### src/rtl/lifo_stack_param.sv
// Parametrised LIFO stack with occupancy count, almost-full flag, overflow/underflow
// pulses and push+pop replace-top. Define LIFO_STACK_PEEK_EN to add an indexed peek port.
module lifo_stack_param #(
  parameter int WIDTH    = 8,
  parameter int DEPTH    = 16,
  parameter int AF_LEVEL = 14
) (
  input  logic                       CLK,
  input  logic                       RST,
  input  logic                       PUSH,
  input  logic                       POP,
  input  logic [WIDTH-1:0]           DATA_IN,
  output logic [WIDTH-1:0]           DATA_OUT,
  output logic                       FULL,
  output logic                       EMPTY,
  output logic                       ALMOST_FULL,
  output logic [$clog2(DEPTH+1)-1:0] COUNT,
`ifdef LIFO_STACK_PEEK_EN
  input  logic [$clog2(DEPTH)-1:0]   PEEK_IDX,
  output logic [WIDTH-1:0]           PEEK_DATA,
  output logic                       PEEK_VALID,
`endif
  output logic                       OVERFLOW,
  output logic                       UNDERFLOW
);

  localparam int CW = $clog2(DEPTH + 1);
  localparam int PW = $clog2(DEPTH);

  logic [WIDTH-1:0] mem [DEPTH];

  logic [CW-1:0]    count_reg;
  logic [WIDTH-1:0] data_out_reg;
  logic             overflow_reg;
  logic             underflow_reg;

  logic             empty;
  logic             full;
  logic [PW-1:0]    wr_idx;
  logic [PW-1:0]    top_idx;
  logic [PW-1:0]    below_idx;
  logic             mem_we;
  logic [PW-1:0]    mem_waddr;

  assign empty = (count_reg == '0);
  assign full  = (count_reg == CW'(DEPTH));

  // Indices are only used when the matching occupancy condition holds, so truncation is safe.
  assign wr_idx    = PW'(count_reg);
  assign top_idx   = PW'(count_reg - CW'(1));
  assign below_idx = PW'(count_reg - CW'(2));

  always_comb begin
    mem_we    = 1'b0;
    mem_waddr = wr_idx;
    if (PUSH && POP) begin
      mem_we    = 1'b1;
      mem_waddr = empty ? '0 : top_idx;
    end else if (PUSH && !full) begin
      mem_we    = 1'b1;
      mem_waddr = wr_idx;
    end
  end

  // Storage carries no reset; a reset cycle suppresses the write.
  always_ff @(posedge CLK) begin
    if (!RST && mem_we) begin
      mem[mem_waddr] <= DATA_IN;
    end
  end

  always_ff @(posedge CLK) begin
    if (RST) begin
      count_reg     <= '0;
      data_out_reg  <= '0;
      overflow_reg  <= 1'b0;
      underflow_reg <= 1'b0;
    end else begin
      overflow_reg  <= 1'b0;
      underflow_reg <= 1'b0;
      if (PUSH && POP) begin
        // Replace-top; on an empty stack the push still lands but the pop is flagged.
        data_out_reg <= DATA_IN;
        if (empty) begin
          count_reg     <= CW'(1);
          underflow_reg <= 1'b1;
        end
      end else if (PUSH) begin
        if (full) begin
          overflow_reg <= 1'b1;
        end else begin
          count_reg    <= count_reg + CW'(1);
          data_out_reg <= DATA_IN;
        end
      end else if (POP) begin
        if (empty) begin
          underflow_reg <= 1'b1;
        end else begin
          count_reg    <= count_reg - CW'(1);
          data_out_reg <= (count_reg == CW'(1)) ? '0 : mem[below_idx];
        end
      end
    end
  end

  assign COUNT       = count_reg;
  assign DATA_OUT    = data_out_reg;
  assign EMPTY       = empty;
  assign FULL        = full;
  assign ALMOST_FULL = (count_reg >= CW'(AF_LEVEL));
  assign OVERFLOW    = overflow_reg;
  assign UNDERFLOW   = underflow_reg;

`ifdef LIFO_STACK_PEEK_EN
  logic [PW-1:0] peek_addr;

  // Index 0 is the top entry, counting downward into the stack.
  assign peek_addr  = PW'(count_reg - CW'(1) - CW'(PEEK_IDX));
  assign PEEK_VALID = (CW'(PEEK_IDX) < count_reg);
  assign PEEK_DATA  = PEEK_VALID ? mem[peek_addr] : '0;
`endif

endmodule
### config.mk
export PLATFORM = sky130hd
export DESIGN_NAME = lifo_stack_param
export DESIGN_NICKNAME = d
export VERILOG_FILES = /design/src/rtl/lifo_stack_param.sv
export SDC_FILE = /design/constraint.sdc
export NUM_CORES = 1
export LEC_CHECK = 0
export CAP_MARGIN = 15
export CORE_AREA = 2 2 115 117
export CTS_BUF_LIST = sky130_fd_sc_hd__clkbuf_4 sky130_fd_sc_hd__clkbuf_8
export CTS_CLUSTER_DIAMETER = 30
export CTS_CLUSTER_SIZE = 24
export DETAILED_ROUTE_END_ITERATION = 8
export DIE_AREA = 0 0 117 119
export PLACE_DENSITY = 0.67
export SYNTH_ARGS = -nofsm -noshare
export SYNTH_HDL_FRONTEND = slang
export SYNTH_SLANG_ARGS = --single-unit
export TNS_END_PERCENT = 10
### constraint.sdc
create_clock -name CLK -period 7.83 [get_ports CLK]
set_clock_uncertainty 0.05 [all_clocks]
set_input_delay 1.566 -clock CLK [delete_from_list [all_inputs] [get_ports CLK]]
set_output_delay 1.566 -clock CLK [all_outputs]
set_load 0.02 [all_outputs]
# After elaboration in Yosys (flattened, before gate mapping)
# Memories as Yosys holds them, arrays and structs flattened.
# Index checks and enable logic that the tools add are counted.
# classes
n_eq_ne	5
muxes	23
magnitude_cmp	1
add_sub_neg	3
n_reduce_logical	10
bitwise_logic	1
# op_table
operator	n
$mux W8	6
$mux W5	6
$mux W1	9
$mux W4	2
$ne A3 B2 Y1 const B	2
$add A5 B1 Y5 const B	1
$eq A5 B1 Y1 const B	1
$eq A5 B5 Y1 const B	1
$ge A5 B4 Y1 const B	1
$logic_not A5 Y1	1
$sub A5 B1 Y5 const B	1
$reduce_and A4 Y1	1
$sub A4 B2 Y4 const B	1
$logic_and A1 B1 Y1	3
$reduce_and A3 Y1	1
$reduce_bool A3 Y1	1
$reduce_or A3 Y1	1
$logic_not A1 Y1	2
$ne A2 B2 Y1 const B	1
$not A1 Y1	1
# word_totals
ramBits	128
mem_count	1
regBits	15
# memory_table
name	depth	word_bits	read_ports	rd_clocked_by_memory_dff	write_ports	line_no	text
mem	16	8	1	0	1	30	logic [WIDTH-1:0] mem [DEPTH];

# Longest topological paths before layout
# logic_depth
depth_word	8
depth_mapped	9
depth_no_buf	7

# Worst setup path after synthesis
# No wires, ideal clock.
# synth_timing
path_type	input -> register
startpoint	input PUSH
endpoint	memory mem[12][0], enable pin
path_slack_ns	4.210
n_path_buf	1
arrival_ns	3.175
setup_time_ns	0.395
stages	4
path_cell_list	buf_4 -> and3_1 -> mux2_2 -> nor4_1
# synth_via
elab_chain_cells	6
elab_cells_between_ends	8
cone_classes	mux: 5; reduce/logical: 3
# synth_rtl
element	line_no	text
start, declared	10	input logic PUSH,
$logic_and A1 B1 Y1	59	end else if (PUSH && !full) begin
$mux W1	59	
$mux W1	56	if (PUSH && POP) begin
$logic_and A1 B1 Y1	67	if (!RST && mem_we) begin
$mux W1	67	
$mux W1 (implied by the code)	68	mem[mem_waddr] <= DATA_IN;
end, declared	30	
# Several ways; a longest one is shown, not always the timed one.

# Worst setup path after layout
# layout_timing
startpoint	register count_reg[0], in the netlist COUNT[0]
endpoint	output EMPTY
# layout_via
elab_chain_cells	1
# layout_rtl
element	line_no	text
start, declared	32	logic [CW-1:0] count_reg;
start signal, assigned	92	count_reg <= count_reg + CW'(1);
start signal, assigned	99	count_reg <= count_reg - CW'(1);
$logic_not A5 Y1	45	assign empty = (count_reg == '0);
end, declared	15	output logic EMPTY,
# No other way between the ends.

==> results.txt <==
The clock edge transition at the registers on the reported setup and hold paths came out at 70 ps. The mean cell area of the mapped netlist is 15.1 um^2. 0 antenna diodes ended up in the layout. Synthesis handed over a netlist of 413 instances. The area overhead of the layout relative to synthesis is 14.4%. The root buffer cell chosen for the clock tree is sky130_fd_sc_hd__clkbuf_8.

IR analysis of the VDD net gives a maximum drop of 0.000124 V. The total I/O pin count came out at 30. The routed layout has 3,682 vias.

The length of the first detailed-routing pass in iterations came out at 4. The fraction of final layout cells with drive strength greater than 1 is 16.1%. The maximum fanout along the worst path is 20. After detailed routing, the number of vias per cell comes to 5.91. The net load switching power is 0.667 mW.

The part of the power in the clock network came out at 32.0%. The cell with the largest stage delay on the worst path is sky130_fd_sc_hd__clkdlybuf4s50_1. After the first detailed-routing iteration, the DRC count stood at 384. At the end of routability-driven placement, the weighted congestion stood at 0.858. The final cycle utilization of the critical path is 58.1%. The die outline area came out at 13,900 um^2. The synthesized netlist net count came out at 432. The total buffers and inverters traversed by the critical path came out at 3. Based on the critical path, the design can be clocked at up to 220 MHz. Once detail routing completed, the nets flagged for antenna violations numbered 0. The total overflow left after global routing is 0. Setup repair after global routing left no endpoint under its margin. Yosys printed 0 warnings. In this run switching power makes up 30.1% of total power. After routing, the total negative slack on setup checks comes to 0 ps.

Setup violations remaining at the end of the flow were counted as 0. The internal power summed over all cells came out at 1.55 mW. The number of antenna violations at the first check in global routing is 0. The DRC violations left came out at 0. The placement-stage worst setup slack came out at 2910 ps. TritonCTS built the clock tree. The mapped netlist covers 6250 um^2.

The final critical delay including setup and external delays came out at 4550 ps. The die span in y came out at 119 um. The filler cell count in the final layout came out at 1,034.

The via count of the first global-routing pass is 3,609. The share of flip-flops with an asynchronous set or reset is 0%. The average wire length per cell after detail routing is 22.0 um. The critical path goes through inv_1 > ha_1 > or4b_4 > clkinv_4 > clkdlybuf4s50_1.

At the worst endpoint, the required time is 6210 ps. The number of setup buffers added after CTS is 0. The number of maximum-capacitance constraint violations is 0. The power per unit of standard cell area came out at 310 nW/um^2.

The number of instances resized during post-cts repair came out at 0. The tightest min-delay check is of the register to register type. The worst setup path is launched from a register. The run finished with clean final reports.

The fraction of power consumed by combinational cells is 27.0%. The initial core utilization is 48.5%. The final net count is 453. The total number of clock tree sinks came out at 143. The area of the core came out at 12,900 um^2. The sequential fraction of design power came out at 41.1%. The worst slew margin relative to its limit came out at 19.7%. The x dimension of the die came out at 117 um. The arrival time at the worst endpoint is 2940 ps. The worst setup path is captured at an output port. For this design the static power due to leakage is 2.29 nW. The delay of the slowest critical-path stage came out at 610 ps.

The global-route wire length before repair is 20,900 um. The total clock buffers created by CTS came out at 17. The number of pins exceeding their max-slew limit in the final report is 0. The number of synthesized register bits came out at 143. Broken down by cell family, the worst path's largest delay share belongs to buffers and inverters. Input and output buffers added on the ports amount to 29. For the pin with the worst max-slew slack, the measured transition is 1200 ps. Detailed placement ended at an HPWL of 8950 um. The final worst setup slack is 3280 ps.

The number of different library cells used by synthesis comes to 62. The number of cell rows is 42. The post-detailed-routing wire length came out at 13,700 um. The number of flops mapped to enable cells by yosys is 128.

After clock tree synthesis, the flow added hold-fix buffers numbering 0. Entering global routing, the biggest net connects 62 pins. Among all flip-flop cells after synthesis, the most frequent one is sky130_fd_sc_hd__edfxtp_1. The maximum root-to-sink buffer count came out at 2. The maximum level of the CTS H-tree came out at 4. The sequential cell area fraction in the yosys report is 66.3%. Across every metal layer, demand over resource in global routing totals 20.9%. The clock latency reported for the late side of the worst-skew pair came out at 440 ps. The classification of the worst setup path is register to output port.

The final hold violation count is 0.
## stage by stage
stage                     total power, mW  hold slack [ps]  cells  area [um^2]  utilization, %
final                                2.22              496    623         7150            55.5
after global routing                 2.31              524    623         7150            55.5
after CTS                            2.22              495    623         7150            55.5
after detailed placement             1.52              485    591         6660            51.7
after global placement               1.51              481    591         6660            51.7
after floorplan                      1.33              528    413         6250               -
## cell families after synthesis
kind of cell / synth area share [%]
xor gates and xnor gates: 0.561
and+or+nand+nor: 7.07
AOI/OAI and AO/OA: 10.3
DFF: 66.3
adders and majority gates: 1.40
muxes: 11.2
buffers and inverters: 3.22
## worst paths after layout
kind | from | end | slack [ps] | cells after the start
setup / recovery | COUNT[0] | EMPTY | 3280 | 5
setup reg to reg | COUNT[0] | mem[11][6] | 4010 | 6
hold reg to reg | DATA_OUT[3] | DATA_OUT[3] | 500 | 2
hold / removal | DATA_OUT[3] | DATA_OUT[3] | 500 | 2
## registers in the layout, summed over array words and instances (netlist names)
register and count:
COUNT 5, DATA_OUT 8, OVERFLOW 1, UNDERFLOW 1, mem 128
## routing by layer
layer / track usage (%) / wire length (um) / vias up
met2: 31.2 / 6420 / 125
met1: 29.6 / 6170 / 1827
met4: 7.72 / 229 / 0
li1: - / - / 1711
met3: 5.50 / 895 / 19
met5: 0 / 0 / -
## synth_stat cells, drive strengths merged (2+ instances only)
cell,instances,area share (%)
ha,7,1.4
o21ai,6,0.72
a221oi,2,0.38
edfxtp,128,62
a22oi,30,3.6
buf,20,2.1
a31oi,4,0.40
dfxtp,15,4.8
nand4,8,0.80
nor2b,2,0.20
nand2b,4,0.40
a311oi,9,1.4
nor3b,2,0.24
nor4,10,1.0
o2111ai,2,0.28
clkbuf,7,0.58
mux2i,62,9.9
mux2,5,0.90
and2,10,1.2
xor2,2,0.28
a21oi,13,1.0
nor3,8,0.64
a21o,2,0.26
a211oi,2,0.32
nand2,6,0.36
xnor2,2,0.28
a41oi,7,0.98
nor2,10,0.60
or2,3,0.34
inv,5,0.30
nand3,4,0.32
## worst reg2reg max path, cell delays in order, from the launching register on
cell	delay [ps]
sky130_fd_sc_hd__dfxtp_1	820
sky130_fd_sc_hd__inv_1	330
sky130_fd_sc_hd__ha_1	380
sky130_fd_sc_hd__nor3b_1	220
sky130_fd_sc_hd__nand3_1	360
sky130_fd_sc_hd__nand2b_1	350
sky130_fd_sc_hd__nor4_2	930
## cell type report
cell class | count | area (um^2) | area share, %
clock buffer | 22 | 290 | 4.06
clock inverter | 10 | 205 | 2.87
inverter | 6 | 27.5 | 0.385
multi-input combinational | 236 | 1970 | 27.5
sequential | 143 | 4140 | 57.9
tap | 176 | 220 | 3.08
timing repair buffer | 30 | 298 | 4.16
## power by group through the flow
| stage | combinational, mW | clock, mW | sequential (mW) |
|---|---|---|---|
| final | 0.598 | 0.709 | 0.910 |
| after floorplan | 0.416 | 0 | 0.919 |
| after detailed placement | 0.592 | 0 | 0.927 |
| after global placement | 0.584 | 0 | 0.926 |
| after global routing | 0.639 | 0.750 | 0.916 |
| after CTS | 0.594 | 0.718 | 0.911 |
## layout by cell type (no fill, tap or decap), types with 3 or more instances in the layout
cell type and n:
sky130_fd_sc_hd__a21oi_1 13, sky130_fd_sc_hd__a22oi_1 30, sky130_fd_sc_hd__a311oi_1 8, sky130_fd_sc_hd__a31oi_1 4, sky130_fd_sc_hd__a41oi_1 7, sky130_fd_sc_hd__and2_2 7
sky130_fd_sc_hd__bufinv_16 6, sky130_fd_sc_hd__clkbuf_8 20, sky130_fd_sc_hd__clkdlybuf4s50_1 29, sky130_fd_sc_hd__dfxtp_1 15, sky130_fd_sc_hd__edfxtp_1 128, sky130_fd_sc_hd__ha_1 6
sky130_fd_sc_hd__inv_1 4, sky130_fd_sc_hd__mux2_2 5, sky130_fd_sc_hd__mux2i_1 62, sky130_fd_sc_hd__nand2_1 6, sky130_fd_sc_hd__nand2b_1 4, sky130_fd_sc_hd__nand3_1 4
sky130_fd_sc_hd__nand4_1 8, sky130_fd_sc_hd__nor2_1 10, sky130_fd_sc_hd__nor3_1 8, sky130_fd_sc_hd__nor4_2 8, sky130_fd_sc_hd__o21ai_0 3
Power figures use the tool's default switching activity.
